$ cat config.mk
export PLATFORM = sky130hd
export DESIGN_NAME = memory_port_arbiter_flat
export DESIGN_NICKNAME = d
export VERILOG_FILES = /design/src/rtl/memory_port_arbiter_if.sv /design/src/rtl/memory_port_arbiter.sv /design/src/flat_wrapper.sv
export SDC_FILE = /design/constraint.sdc
export NUM_CORES = 1
export LEC_CHECK = 0
export ABC_AREA = 1
export ABC_CLOCK_PERIOD_IN_PS = 2200
export CAP_MARGIN = 20
export CORE_ASPECT_RATIO = 0.7
export CORE_MARGIN = 3
export CORE_UTILIZATION = 38
export DETAILED_ROUTE_END_ITERATION = 8
export GPL_TIMING_DRIVEN = 0
export PLACE_DENSITY_LB_ADDON = 0.3
export SYNTH_ARGS = -nofsm -noshare
export SYNTH_HDL_FRONTEND = slang
export SYNTH_SLANG_ARGS = --single-unit
$ cat constraint.sdc
create_clock -name clk_i -period 2.2 [get_ports clk_i]
set_clock_uncertainty 0.15 [all_clocks]
set_input_delay 0.44 -clock clk_i [delete_from_list [all_inputs] [get_ports clk_i]]
set_output_delay 0.44 -clock clk_i [all_outputs]
set_load 0.02 [all_outputs]
$ cat src/rtl/memory_port_arbiter_if.sv
// Load unit, store unit and memory-controller signals of memory_port_arbiter.
// slave is the arbiter's view; master is the view of the surrounding units.
interface memory_port_arbiter_if;
  localparam int unsigned AddrW  = 32;
  localparam int unsigned DataW  = 32;
  localparam int unsigned WidthW = 2;

  logic              ld_request_i;
  logic [AddrW-1:0]  ld_address_i;
  logic [WidthW-1:0] ld_width_i;
  logic              ld_busy_o;
  logic              ld_valid_o;
  logic [DataW-1:0]  ld_data_o;

  logic              st_request_i;
  logic [AddrW-1:0]  st_address_i;
  logic [DataW-1:0]  st_data_i;
  logic [WidthW-1:0] st_width_i;
  logic              st_busy_o;
  logic              st_done_o;

  logic              mem_request_o;
  logic              mem_write_o;
  logic [AddrW-1:0]  mem_address_o;
  logic [DataW-1:0]  mem_data_o;
  logic [WidthW-1:0] mem_width_o;
  logic              mem_valid_i;
  logic [DataW-1:0]  mem_data_i;

  logic              idle_o;

  modport slave (
    input  ld_request_i, ld_address_i, ld_width_i,
    output ld_busy_o, ld_valid_o, ld_data_o,
    input  st_request_i, st_address_i, st_data_i, st_width_i,
    output st_busy_o, st_done_o,
    output mem_request_o, mem_write_o, mem_address_o, mem_data_o, mem_width_o,
    input  mem_valid_i, mem_data_i,
    output idle_o
  );

  modport master (
    output ld_request_i, ld_address_i, ld_width_i,
    input  ld_busy_o, ld_valid_o, ld_data_o,
    output st_request_i, st_address_i, st_data_i, st_width_i,
    input  st_busy_o, st_done_o,
    input  mem_request_o, mem_write_o, mem_address_o, mem_data_o, mem_width_o,
    output mem_valid_i, mem_data_i,
    input  idle_o
  );
endinterface

$ cat src/rtl/memory_port_arbiter.sv
// Shares one memory-controller port between a load slot and a store slot, one transaction at a time.
// Optional STORE_STARVATION_GUARD_EN caps consecutive load grants while a store waits.
module memory_port_arbiter #(
  parameter int unsigned MAX_LOAD_STREAK = 4
) (
  input  logic                 clk_i,
  input  logic                 rst_n_i,
  memory_port_arbiter_if.slave bus
);
  localparam int unsigned AddrW  = 32;
  localparam int unsigned DataW  = 32;
  localparam int unsigned WidthW = 2;

  typedef enum logic [1:0] {
    IDLE       = 2'd0,
    LOAD_BUSY  = 2'd1,
    STORE_BUSY = 2'd2
  } state_e;

  state_e            state_q, state_d;
  logic              ld_full_q, ld_full_d, st_full_q, st_full_d;
  logic [AddrW-1:0]  ld_addr_q, ld_addr_d, st_addr_q, st_addr_d;
  logic [DataW-1:0]  st_data_q, st_data_d;
  logic [WidthW-1:0] ld_width_q, ld_width_d, st_width_q, st_width_d;

  logic issue_c, pick_st_c, store_wins_c;
  logic ld_rsp_c, st_rsp_c, ld_accept_c, st_accept_c;
  logic              mem_write_c;
  logic [AddrW-1:0]  mem_addr_c;
  logic [DataW-1:0]  mem_data_c;
  logic [WidthW-1:0] mem_width_c;

  if (MAX_LOAD_STREAK == 0) begin : g_bad_streak
    $error("MAX_LOAD_STREAK must be at least 1");
  end

  assign issue_c   = (state_q == IDLE) && (ld_full_q || st_full_q);
  assign pick_st_c = st_full_q && (!ld_full_q || store_wins_c);
  assign ld_rsp_c  = (state_q == LOAD_BUSY) && bus.mem_valid_i;
  assign st_rsp_c  = (state_q == STORE_BUSY) && bus.mem_valid_i;
  // The response cycle frees the slot, so a same-cycle request refills it.
  assign ld_accept_c = bus.ld_request_i && (!ld_full_q || ld_rsp_c);
  assign st_accept_c = bus.st_request_i && (!st_full_q || st_rsp_c);

  always_comb begin
    state_d    = state_q;
    ld_full_d  = ld_full_q;
    ld_addr_d  = ld_addr_q;
    ld_width_d = ld_width_q;
    st_full_d  = st_full_q;
    st_addr_d  = st_addr_q;
    st_data_d  = st_data_q;
    st_width_d = st_width_q;

    if (ld_rsp_c) ld_full_d = 1'b0;
    if (ld_accept_c) begin
      ld_full_d  = 1'b1;
      ld_addr_d  = bus.ld_address_i;
      ld_width_d = bus.ld_width_i;
    end
    if (st_rsp_c) st_full_d = 1'b0;
    if (st_accept_c) begin
      st_full_d  = 1'b1;
      st_addr_d  = bus.st_address_i;
      st_data_d  = bus.st_data_i;
      st_width_d = bus.st_width_i;
    end

    case (state_q)
      IDLE:       if (issue_c) state_d = pick_st_c ? STORE_BUSY : LOAD_BUSY;
      LOAD_BUSY:  if (ld_rsp_c) state_d = IDLE;
      STORE_BUSY: if (st_rsp_c) state_d = IDLE;
      default:    state_d = IDLE;
    endcase
  end

  always_ff @(posedge clk_i) begin
    if (!rst_n_i) begin
      state_q    <= IDLE;
      ld_full_q  <= 1'b0;
      ld_addr_q  <= '0;
      ld_width_q <= '0;
      st_full_q  <= 1'b0;
      st_addr_q  <= '0;
      st_data_q  <= '0;
      st_width_q <= '0;
    end else begin
      state_q    <= state_d;
      ld_full_q  <= ld_full_d;
      ld_addr_q  <= ld_addr_d;
      ld_width_q <= ld_width_d;
      st_full_q  <= st_full_d;
      st_addr_q  <= st_addr_d;
      st_data_q  <= st_data_d;
      st_width_q <= st_width_d;
    end
  end

  // Transaction fields: the chosen slot while issuing, the in-flight slot while busy, else zero.
  always_comb begin
    mem_write_c = 1'b0;
    mem_addr_c  = '0;
    mem_data_c  = '0;
    mem_width_c = '0;
    if ((issue_c && pick_st_c) || (state_q == STORE_BUSY)) begin
      mem_write_c = 1'b1;
      mem_addr_c  = st_addr_q;
      mem_data_c  = st_data_q;
      mem_width_c = st_width_q;
    end else if (issue_c || (state_q == LOAD_BUSY)) begin
      mem_addr_c  = ld_addr_q;
      mem_width_c = ld_width_q;
    end
  end

`ifdef STORE_STARVATION_GUARD_EN
  localparam int unsigned StreakW = $clog2(MAX_LOAD_STREAK + 1);
  logic [StreakW-1:0] streak_q, streak_d;

  // Counts load grants that overtook a waiting store; saturates at the limit.
  always_comb begin
    streak_d = streak_q;
    if (!st_full_q || (issue_c && pick_st_c)) begin
      streak_d = '0;
    end else if (issue_c && (streak_q != StreakW'(MAX_LOAD_STREAK))) begin
      streak_d = streak_q + StreakW'(1);
    end
  end

  always_ff @(posedge clk_i) begin
    if (!rst_n_i) streak_q <= '0;
    else          streak_q <= streak_d;
  end

  assign store_wins_c = (streak_q == StreakW'(MAX_LOAD_STREAK));
`else
  assign store_wins_c = 1'b0;
`endif

  assign bus.ld_busy_o     = ld_full_q;
  assign bus.st_busy_o     = st_full_q;
  assign bus.ld_valid_o    = ld_rsp_c;
  assign bus.ld_data_o     = bus.mem_data_i;
  assign bus.st_done_o     = st_rsp_c;
  assign bus.mem_request_o = issue_c;
  assign bus.mem_write_o   = mem_write_c;
  assign bus.mem_address_o = mem_addr_c;
  assign bus.mem_data_o    = mem_data_c;
  assign bus.mem_width_o   = mem_width_c;
  assign bus.idle_o        = (state_q == IDLE) && !ld_full_q && !st_full_q;
endmodule

$ cat src/flat_wrapper.sv
// flat-port wrapper written by rule: the top's interface ports become plain ports
module memory_port_arbiter_flat 
#(
  parameter int unsigned MAX_LOAD_STREAK = 4
)
  (clk_i, rst_n_i, bus_ld_request_i, bus_ld_address_i, bus_ld_width_i, bus_ld_busy_o, bus_ld_valid_o, bus_ld_data_o, bus_st_request_i, bus_st_address_i, bus_st_data_i, bus_st_width_i, bus_st_busy_o, bus_st_done_o, bus_mem_request_o, bus_mem_write_o, bus_mem_address_o, bus_mem_data_o, bus_mem_width_o, bus_mem_valid_i, bus_mem_data_i, bus_idle_o);
  memory_port_arbiter_if bus_i ();
  input  logic clk_i;
  input  logic rst_n_i;
  input wire logic [$bits(bus_i.ld_request_i)-1:0] bus_ld_request_i;
  input wire logic [$bits(bus_i.ld_address_i)-1:0] bus_ld_address_i;
  input wire logic [$bits(bus_i.ld_width_i)-1:0] bus_ld_width_i;
  output wire logic [$bits(bus_i.ld_busy_o)-1:0] bus_ld_busy_o;
  output wire logic [$bits(bus_i.ld_valid_o)-1:0] bus_ld_valid_o;
  output wire logic [$bits(bus_i.ld_data_o)-1:0] bus_ld_data_o;
  input wire logic [$bits(bus_i.st_request_i)-1:0] bus_st_request_i;
  input wire logic [$bits(bus_i.st_address_i)-1:0] bus_st_address_i;
  input wire logic [$bits(bus_i.st_data_i)-1:0] bus_st_data_i;
  input wire logic [$bits(bus_i.st_width_i)-1:0] bus_st_width_i;
  output wire logic [$bits(bus_i.st_busy_o)-1:0] bus_st_busy_o;
  output wire logic [$bits(bus_i.st_done_o)-1:0] bus_st_done_o;
  output wire logic [$bits(bus_i.mem_request_o)-1:0] bus_mem_request_o;
  output wire logic [$bits(bus_i.mem_write_o)-1:0] bus_mem_write_o;
  output wire logic [$bits(bus_i.mem_address_o)-1:0] bus_mem_address_o;
  output wire logic [$bits(bus_i.mem_data_o)-1:0] bus_mem_data_o;
  output wire logic [$bits(bus_i.mem_width_o)-1:0] bus_mem_width_o;
  input wire logic [$bits(bus_i.mem_valid_i)-1:0] bus_mem_valid_i;
  input wire logic [$bits(bus_i.mem_data_i)-1:0] bus_mem_data_i;
  output wire logic [$bits(bus_i.idle_o)-1:0] bus_idle_o;
  assign bus_i.ld_request_i = bus_ld_request_i;
  assign bus_i.ld_address_i = bus_ld_address_i;
  assign bus_i.ld_width_i = bus_ld_width_i;
  assign bus_ld_busy_o = bus_i.ld_busy_o;
  assign bus_ld_valid_o = bus_i.ld_valid_o;
  assign bus_ld_data_o = bus_i.ld_data_o;
  assign bus_i.st_request_i = bus_st_request_i;
  assign bus_i.st_address_i = bus_st_address_i;
  assign bus_i.st_data_i = bus_st_data_i;
  assign bus_i.st_width_i = bus_st_width_i;
  assign bus_st_busy_o = bus_i.st_busy_o;
  assign bus_st_done_o = bus_i.st_done_o;
  assign bus_mem_request_o = bus_i.mem_request_o;
  assign bus_mem_write_o = bus_i.mem_write_o;
  assign bus_mem_address_o = bus_i.mem_address_o;
  assign bus_mem_data_o = bus_i.mem_data_o;
  assign bus_mem_width_o = bus_i.mem_width_o;
  assign bus_i.mem_valid_i = bus_mem_valid_i;
  assign bus_i.mem_data_i = bus_mem_data_i;
  assign bus_idle_o = bus_i.idle_o;
  memory_port_arbiter #(.MAX_LOAD_STREAK(MAX_LOAD_STREAK)) u_core (.clk_i(clk_i), .rst_n_i(rst_n_i), .bus(bus_i));
endmodule
==> impl_metrics.json, run 1 <==
{
  "dr.pass1.iters": 4,
  "cp-end-kind": "output port",
  "violations": "negative setup slack",
  "grt_pass1_vias": 5513,
  "drc_errors": 0,
  "ir_drop_mv": 0.435,
  "routed_via_density": 4.68,
  "diodes": 0,
  "hold_violations": 0,
  "async_reset_ff_share_pct": 0,
  "cts_buffers": 9,
  "synth-main-ff-cell": "dfxtp_1",
  "synth_seq_area_share_pct": 37.1,
  "crit_required_ns": 1.61,
  "wirelength_mm": 18.8,
  "port_buffers": 206,
  "p_per_area_nw_per_um2": 628,
  "cap_violations": 0,
  "fp.dieArea_um2": 16300,
  "seq_area_um2": 2100,
  "synth_edf_count": 0,
  "synth_most_common_cell": "nand2_1",
  "nets": 1268,
  "postLayoutCoreUtil_pct": 62.8,
  "clock-root-buffer": "clkbuf_16",
  "synth_warnings": 0,
  "fin_crit_ns": 2.26,
  "antenna_left": 0,
  "initial_core_util_pct": 39.5,
  "critPathArrivalTime_ns": 1.67,
  "synth_area_leaders": "dfxtp_1 (37%), nand3_1 (12%), nand2_1 (12%)",
  "htreeDepth": 3,
  "synthesis.area_um2": 5610,
  "worstMarginPinSlew_ns": 0.628,
  "multi_input_area_um2": 2700,
  "grt_overflow": 0,
  "cts_sinks": 104,
  "wire_per_inst_um": 14.2,
  "vias": 6207,
  "chipWidth_um": 151,
  "fmax_mhz": 442,
  "dp_hpwl_mm": 13.7,
  "grt_pass1_wl_mm": 28.3,
  "grt_max_degree": 17,
  "rsz0062_at_grt": "true",
  "area_growth_pct": 58.8,
  "place.gp.congestion": 0.842,
  "core_um2": 14200,
  "clk_pin_slew_ns": 0.07,
  "setup_violations": 43,
  "finalSetupTns_ns": -1.13,
  "layout-drive-gt1-share_pct": 20.3,
  "cts_tree": "yes",
  "slew_viol_final": 0,
  "setup.worst_path.class": "flip-flop to output port",
  "yosys.area.top_type_share_pct": 37.1,
  "worst_path_max_delay_cell": "dfxtp_4",
  "yosys.area.top_type": "dfxtp_1",
  "hp-class": "flip-flop to flip-flop",
  "cts_buffer_depth": 2,
  "crit_fanout": 10,
  "track_usage_pct": 21.9,
  "io_pins": 242,
  "antenna_found_initial": 0,
  "die_h_um": 108,
  "fin_crit_sh_pct": 103,
  "syn_inst": 900,
  "p_leak_nw": 4.33,
  "drtIter0Drc": 331,
  "holdBufCountCts": 0,
  "max_stage_delay_ns": 0.37,
  "maxSlewHeadroom_pct": 58.1,
  "cpMostUsedCell": "buf_12",
  "worstPathCellList": "nor2_4, nand2_2, nand2_4, inv_6, buf_12, buf_12, nand3_1, nand2_1, buf_6",
  "setup_slack_ns": -0.0613,
  "fillCellCount": 1335,
  "cp-start-kind": "flip-flop",
  "syn_area_per_cell_um2": 6.23,
  "outcome": "finished, violations left",
  "synth_cell_types": 16,
  "row_count": 36,
  "ys_seq_elements": 104,
  "syn_nets": 1037,
  "synthTopCellsByCount": "nand2_1 (173), inv_1 (141), nand3_1 (136), nor2_1 (136)",
  "clk_latency_ns": 0.34
}
==> per-layer routing <==
layer	up-vias	part of all wire (%)	track usage, %	routed length, µm
li1	3186	-	-	-
met1	2805	48	33.0	9010
met2	204	44	33.1	8360
met3	12	7.0	4.17	1310
met4	0	0.71	3.04	133
met5	-	0	0	0
==> worst max-delay path, delay by kind of cell (launching register included) <==
family	cells	cell delay [ns]
buffers and inverters	4	0.47
and+or+nand+nor	5	0.47
DFF	1	0.37
==> through the flow <==
step	instances	total power (W)	setup slack (ns)	hold WS [ns]	area [µm²]
after floorplan	900	0.00300	0.179	0.302	5610
after global placement	1296	0.00363	-0.529	0.308	7910
after detailed placement	1296	0.00365	-0.518	0.317	7910
after CTS	1319	0.00543	-0.0991	0.333	8430
after global routing	1325	0.00588	-0.145	0.352	8910
final	1325	0.00560	-0.0613	0.331	8910
==> final timing paths <==
path                            cells after the start                    end  slack (ns)                start
worst max-delay path                                9  bus_mem_address_o[22]       -0.06    u_core.state_q[1]
worst min-delay path                                2    u_core.st_data_q[2]        0.33  u_core.st_data_q[2]
worst max register to register                      7   u_core.st_addr_q[22]        0.38    u_core.state_q[1]
worst min register to register                      2    u_core.st_data_q[2]        0.33  u_core.st_data_q[2]
==> layout make-up <==
class | instances | area share [%]
well taps | 190 | 2.67
plain buffers | 99 | 7.88
inverters | 142 | 6.04
multi-input cells | 554 | 30.3
repair buffers | 221 | 26.0
clock buffers | 10 | 2.57
clock inverters | 5 | 0.927
flip-flops and latches | 104 | 23.5
==> placed cells by master, fill, tap and decap left out, types with 2 or more instances in the layout <==
| cell | count |
|---|---|
| nor2_4 | 23 |
| clkbuf_16 | 14 |
| inv_1 | 139 |
| nand2_4 | 2 |
| dfxtp_1 | 100 |
| buf_2 | 14 |
| dfxtp_4 | 4 |
| clkdlybuf4s50_1 | 135 |
| bufinv_16 | 2 |
| nand2_2 | 16 |
| nand3_2 | 9 |
| nand3_1 | 126 |
| a21oi_1 | 104 |
| nor2_2 | 8 |
| nand2_1 | 157 |
| clkinv_4 | 2 |
| buf_4 | 58 |
| dlygate4sd2_1 | 3 |
| inv_2 | 2 |
| buf_12 | 6 |
| buf_6 | 60 |
| clkbuf_1 | 23 |
| buf_1 | 10 |
| buf_8 | 5 |
| nor2_1 | 105 |
==> kinds of logic after synthesis <==
family	synth area share [%]
buffers and inverters	20.2
AOI/OAI and AO/OA	9.43
and+or+nand+nor	33.3
DFF	37.1
==> state kept, by name (all words and copies together), names as in the netlist <==
register	cells
u_core.ld_addr_q	32
u_core.st_addr_q	32
u_core.state_q	2
u_core.ld_width_q	2
u_core.bus.ld_busy_o	1
u_core.bus.st_busy_o	1
u_core.st_width_q	2
u_core.st_data_q	32
==> where the power goes <==
part	internal (W)	switching [W]	leakage [nW]
logic	0.000844	0.000924	3.31
registers	0.00204	0.0000856	0.864
clock network	0.000994	0.000715	0.153
==> repair_timing <==
action / in CTS / in global routing
setup endpoints to repair: 71 / 67
buffers inserted: 8 / 3
hold endpoints to repair: 0 / 0
gates resized for setup: 413 / 112
pin swaps: 3 / 12
cloned: 0 / 5
No activity file was read; power rests on OpenSTA's default activity.
==> inputs of run 2 (changes only) <==
ABC_AREA = unset   (was 1)
SKIP_LAST_GASP = 1   (was unset)
==> impl_metrics.json, run 2 <==
{
  "area_growth_pct": 61.7,
  "row_count": 34,
  "fin_crit_sh_pct": 105,
  "outcome": "finished, violations left",
  "design_area_um2": 8070,
  "htreeDepth": 3,
  "syn_nets": 706,
  "grt_pass1_vias": 4772,
  "cpMostUsedCell": "buf_6",
  "vias": 4689,
  "cp-start-kind": "flip-flop",
  "cts_buffers": 9,
  "port_buffers": 208,
  "syn_inst": 569,
  "p_int_w": 0.00366,
  "fillCellCount": 1012,
  "final_common_cell": "nand2_1",
  "synth_seq_area_share_pct": 41.7,
  "final_cell_mix": "nand2_1 (201), clkdlybuf4s50_1 (136), dfxtp_1 (101)",
  "initial_core_util_pct": 39.5,
  "chipWidth_um": 143,
  "violations": "negative setup slack",
  "holdBufCountCts": 0,
  "synth-main-ff-cell": "dfxtp_1",
  "crit_fanout": 10,
  "setup_slack_ns": -0.120,
  "grt_overflow": 0,
  "ir_drop_mv": 0.382,
  "fin_crit_ns": 2.32,
  "worstMarginPinSlew_ns": 0.602,
  "routed_via_density": 4.80,
  "yosys.area.top_type": "dfxtp_1",
  "clk_latency_ns": 0.34,
  "antenna_left": 0,
  "setup.worst_path.class": "flip-flop to output port",
  "fmax_mhz": 431,
  "synth_most_common_cell": "nand2_1",
  "power_w": 0.00505,
  "wirelength_mm": 15.5,
  "worst_path_max_delay_cell": "dfxtp_4",
  "drc_errors": 0,
  "power.switching_w": 0.00139,
  "core_um2": 12600,
  "synth_area_leaders": "dfxtp_1 (42%), mux2i_1 (20%), nand2_1 (15%)",
  "slew_viol_final": 0,
  "setup_violations": 55,
  "diodes": 0,
  "maxSlewHeadroom_pct": 59.9,
  "multi_input_area_um2": 2460,
  "cts_tree": "yes",
  "cp-end-kind": "output port",
  "antenna_found_initial": 0,
  "worstPathCellList": "nand2b_4, a21oi_4, buf_6, buf_12, buf_8, and2_1, buf_6",
  "pwr-share-seq_pct": 41.2,
  "hp-class": "flip-flop to flip-flop",
  "async_reset_ff_share_pct": 0,
  "io_pins": 242,
  "grt_busiest_layer": "met2",
  "die_h_um": 102,
  "grt_max_degree": 18,
  "yosys.area.top_type_share_pct": 41.7,
  "clock-root-buffer": "clkbuf_16",
  "cts_buffer_depth": 2,
  "dr.pass1.iters": 5,
  "combinationalPowerShare_pct": 27.0,
  "globalRouteMet2Util_pct": 32.2,
  "synth_edf_count": 0,
  "synth_cell_types": 26,
  "pwr-share-clk_pct": 31.8,
  "nets": 947,
  "critPathArrivalTime_ns": 1.73,
  "clk_pin_slew_ns": 0.07,
  "track_usage_pct": 20.4,
  "syn_area_per_cell_um2": 8.77,
  "rsz0062_at_grt": "true",
  "synthesis.area_um2": 4990,
  "ys_seq_elements": 104,
  "place.gp.congestion": 0.789,
  "cts_sinks": 104,
  "seq_area_um2": 2090,
  "hold_violations": 0,
  "swShare_pct": 27.6,
  "drtIter0Drc": 217,
  "dp_hpwl_mm": 11.5,
  "p_per_area_nw_per_um2": 626,
  "met1_usage_pct": 28.4,
  "fp.dieArea_um2": 14600,
  "synth_warnings": 0,
  "wire_per_inst_um": 15.9,
  "finalSetupTns_ns": -4.12,
  "synthTopCellsByCount": "nand2_1 (201), dfxtp_1 (104), mux2i_1 (100)",
  "place_area_um2": 7270,
  "p_leak_nw": 3.56,
  "max_stage_delay_ns": 0.35,
  "top_regs": "u_core.ld_addr_q (32), u_core.st_addr_q (32), u_core.st_data_q (32)",
  "use_met3_pct": 4.72,
  "crit_required_ns": 1.61,
  "cap_violations": 0,
  "layout-drive-gt1-share_pct": 23.1,
  "grt_pass1_wl_mm": 23.6
}
==> run 2: final cells by class <==
cell class	instances	area share [%]
multi-input combinational	385	30.5
timing repair buffer	232	29.9
sequential	104	26.0
buffer	75	7.31
clock buffer	11	2.89
tap	162	2.51
clock inverter	5	0.791
inverter	3	0.140
==> run 2: kinds of logic (layout without fill, tap and decap cells) <==
| logic type | count (synthesis) | in the layout | share of synthesized area, % |
|---|---|---|---|
| AND/OR/NAND/NOR | 245 | 245 | 20.8 |
| AO/OA/AOI/OAI | 39 | 39 | 6.72 |
| multiplexers | 101 | 101 | 20.3 |
| flip-flops | 104 | 104 | 41.7 |
| buffers and inverters | 80 | 326 | 10.5 |
==> run 2: critical path, delay by kind of cell (launching register included) <==
family | cells | cell delay (ns)
buf+inv | 4 | 0.56
flops | 1 | 0.35
simple gates | 2 | 0.29
compound gates | 1 | 0.20
==> run 2: repair_timing <==
item                       in CTS  in global routing
gates resized for setup       405                 57
gates cloned                    3                  2
setup endpoints to repair      71                 68
pin swaps                      31                 18
buffers inserted               17                  2
==> run 2: final timing paths <==
kind,startpoint,endpoint,slack [ns],cells past startpoint
setup reg to reg,u_core.state_q[1],u_core.ld_addr_q[14],0.38,6
hold / removal,u_core.st_data_q[0],u_core.st_data_q[0],0.31,2
hold reg to reg,u_core.st_data_q[0],u_core.st_data_q[0],0.31,2
setup / recovery,u_core.bus.ld_busy_o,bus_mem_data_o[2],-0.12,7
==> run 2: per-stage QoR <==
step | instances | setup WS (ns) | util [%] | hold slack (ns)
3_5_place_dp | 939 | -0.611 | 57.6 | 0.293
3_3_place_gp | 939 | -0.543 | 57.6 | 0.287
5_1_grt | 977 | -0.193 | 63.8 | 0.316
6_report | 977 | -0.120 | 63.8 | 0.306
2_1_floorplan | 569 | 0.158 | - | 0.280
4_1_cts | 975 | -0.188 | 62.5 | 0.308
==> run 2: layer usage <==
| metal | share of wire (%) | vias to the layer above |
|---|---|---|
| met5 | 0 | - |
| met4 | 1.3 | 0 |
| met3 | 5.9 | 15 |
| met2 | 45 | 167 |
| met1 | 47 | 2195 |
| li1 | - | 2312 |
==> run 2: power by group through the flow <==
| stage | Combinational, W | Clock [W] | Sequential, W |
|---|---|---|---|
| 5_1_grt | 0.00146 | 0.00172 | 0.00209 |
| 4_1_cts | 0.00132 | 0.00165 | 0.00208 |
| 6_report | 0.00137 | 0.00161 | 0.00208 |
| 2_1_floorplan | 0.000626 | 0 | 0.00210 |
| 3_5_place_dp | 0.00115 | 0 | 0.00212 |
| 3_3_place_gp | 0.00113 | 0 | 0.00211 |
==> inputs of run 3 (changes only) <==
SETUP_SLACK_MARGIN = 0.05   (was unset)
==> impl_metrics.json, run 3 (synthesis gave the netlist of run 2 again) <==
{
  "use_met3_pct": 4.77,
  "rsz0062_at_grt": "true",
  "grt_overflow": 0,
  "power_w": 0.00499,
  "fp.dieArea_um2": 14600,
  "diodes": 0,
  "core_um2": 12600,
  "drc_errors": 0,
  "cp-start-kind": "flip-flop",
  "crit_fanout": 10,
  "hold_ws_ns": 0.305,
  "p_per_area_nw_per_um2": 633,
  "cts_tree": "yes",
  "globalRouteMet2Util_pct": 32.4,
  "vias": 4672,
  "initial_core_util_pct": 39.5,
  "whs_path_depth": 2,
  "stdcell_count": 972,
  "design_area_um2": 7890,
  "violations": "negative setup slack",
  "grt_pass1_wl_mm": 23.6,
  "slew_viol_final": 0,
  "holdBufCountCts": 0,
  "hp-class": "flip-flop to flip-flop",
  "row_count": 34,
  "place.gp.congestion": 0.789,
  "seq_area_um2": 2090,
  "clock-root-buffer": "clkbuf_16",
  "power.switching_w": 0.00138,
  "p_int_w": 0.00361,
  "dp_hpwl_mm": 11.5,
  "clk_pin_slew_ns": 0.07,
  "fin_crit_sh_pct": 105,
  "pwr-share-clk_pct": 32.2,
  "fin_crit_ns": 2.30,
  "htreeDepth": 3,
  "combinationalPowerShare_pct": 26.1,
  "setup.worst_path.class": "flip-flop to output port",
  "met1_usage_pct": 28.2,
  "crit_required_ns": 1.61,
  "layout-drive-gt1-share_pct": 21.5,
  "rr_startpoint": "u_core.state_q[1]",
  "cts_sinks": 104,
  "cts_buffer_depth": 2,
  "setup_violations": 53,
  "multi_input_area_um2": 2440,
  "dr.pass1.iters": 4,
  "place_area_um2": 7270,
  "place_inst": 939,
  "ir_drop_mv": 0.397,
  "pwr-share-seq_pct": 41.7,
  "drtIter0Drc": 233,
  "setup_slack_ns": -0.105,
  "io_pins": 242,
  "antenna_left": 0,
  "chipWidth_um": 143,
  "hp-start": "u_core.st_data_q[16]",
  "rrSetupSlack_ns": 0.36,
  "grt_pass1_vias": 4747,
  "hold_violations": 0,
  "die_h_um": 102,
  "nets": 942,
  "grt_busiest_layer": "met2",
  "routed_via_density": 4.81,
  "track_usage_pct": 20.4,
  "top_regs": "u_core.ld_addr_q (32), u_core.st_addr_q (32), u_core.st_data_q (32)",
  "maxSlewHeadroom_pct": 59.8,
  "fmax_mhz": 434,
  "clk_latency_ns": 0.34,
  "worstHoldEndpoint": "u_core.st_data_q[16]",
  "critPathArrivalTime_ns": 1.71,
  "worstMarginPinSlew_ns": 0.603,
  "fillCellCount": 1036,
  "cp-end-kind": "output port",
  "cap_violations": 0,
  "grt_max_degree": 18,
  "final_cell_mix": "nand2_1 (201), clkdlybuf4s50_1 (136), dfxtp_1 (101)",
  "outcome": "finished, violations left",
  "rr_worst_depth": 6,
  "port_buffers": 208,
  "wire_per_inst_um": 15.8,
  "r2r-end": "u_core.ld_addr_q[14]",
  "swShare_pct": 27.7,
  "p_leak_nw": 3.48,
  "area_growth_pct": 58.2,
  "cts_buffers": 9,
  "antenna_found_initial": 0,
  "wirelength_mm": 15.4,
  "final_common_cell": "nand2_1"
}
## run 3: cell types whose count changed in the layout (fill, tap and decap cells not counted), sizes merged
cell           change
clkdlybuf4s15      +2
clkbuf             -2
buf                -3
dlygate4sd2        -2
## run 3: worst max-delay path, cell delays in order (launching register included)
cell and delay [ns]:
dfxtp_4 0.36, nand2b_4 0.15, a21oi_4 0.23, buf_6 0.18, buf_8 0.13, a22o_1 0.19, buf_6 0.13
## run 3: metrics by stage
stage	worst slack, ns	TNS (ns)	util [%]
6_report	-0.105	-2.33	62.4
5_1_grt	-0.170	-7.09	62.4
4_1_cts	-0.124	-4.65	62.1
3_5_place_dp	-0.611	-36.97	57.6
3_3_place_gp	-0.543	-31.28	57.6
2_1_floorplan	0.158	0	-
## run 3: layout make-up
cell class	count	share of cell area (%)
buffer	76	7.44
sequential	104	26.5
multi-input combinational	385	30.9
tap	162	2.57
clock inverter	5	0.809
clock buffer	11	2.95
inverter	3	0.143
timing repair buffer	226	28.7
## run 3: repair_timing
action                                  in CTS  in global routing
pin swaps                                   30                 11
buffers inserted                            15                  1
cloned                                       2                  1
gates resized for setup                    399                 37
endpoints found under the setup margin      71                 68
## run 3: per-layer routing
metal | vias to the layer above | routed length, µm
met5 | - | 0
met4 | 0 | 141
met3 | 10 | 867
met2 | 158 | 7030
met1 | 2196 | 7350
li1 | 2308 | -
## run 3: worst max-delay path by stage
stage	start	to	slack, ns
3_5_place_dp	u_core.state_q[0]	bus_mem_address_o[21]	-0.61
5_1_grt	u_core.bus.ld_busy_o	bus_mem_address_o[28]	-0.17
6_report	u_core.bus.ld_busy_o	bus_mem_address_o[28]	-0.10
2_1_floorplan	u_core.bus.st_busy_o	bus_mem_data_o[22]	0.16
4_1_cts	u_core.bus.ld_busy_o	bus_mem_address_o[10]	-0.12
3_3_place_gp	u_core.state_q[0]	bus_mem_address_o[21]	-0.54
## run 3: power by group through the flow
stage	logic (W)	clock network, W	registers, W
after floorplan	0.000626	0	0.00210
after global placement	0.00113	0	0.00211
after detailed placement	0.00115	0	0.00212
after CTS	0.00129	0.00165	0.00208
after global routing	0.00139	0.00172	0.00209
final	0.00130	0.00161	0.00208
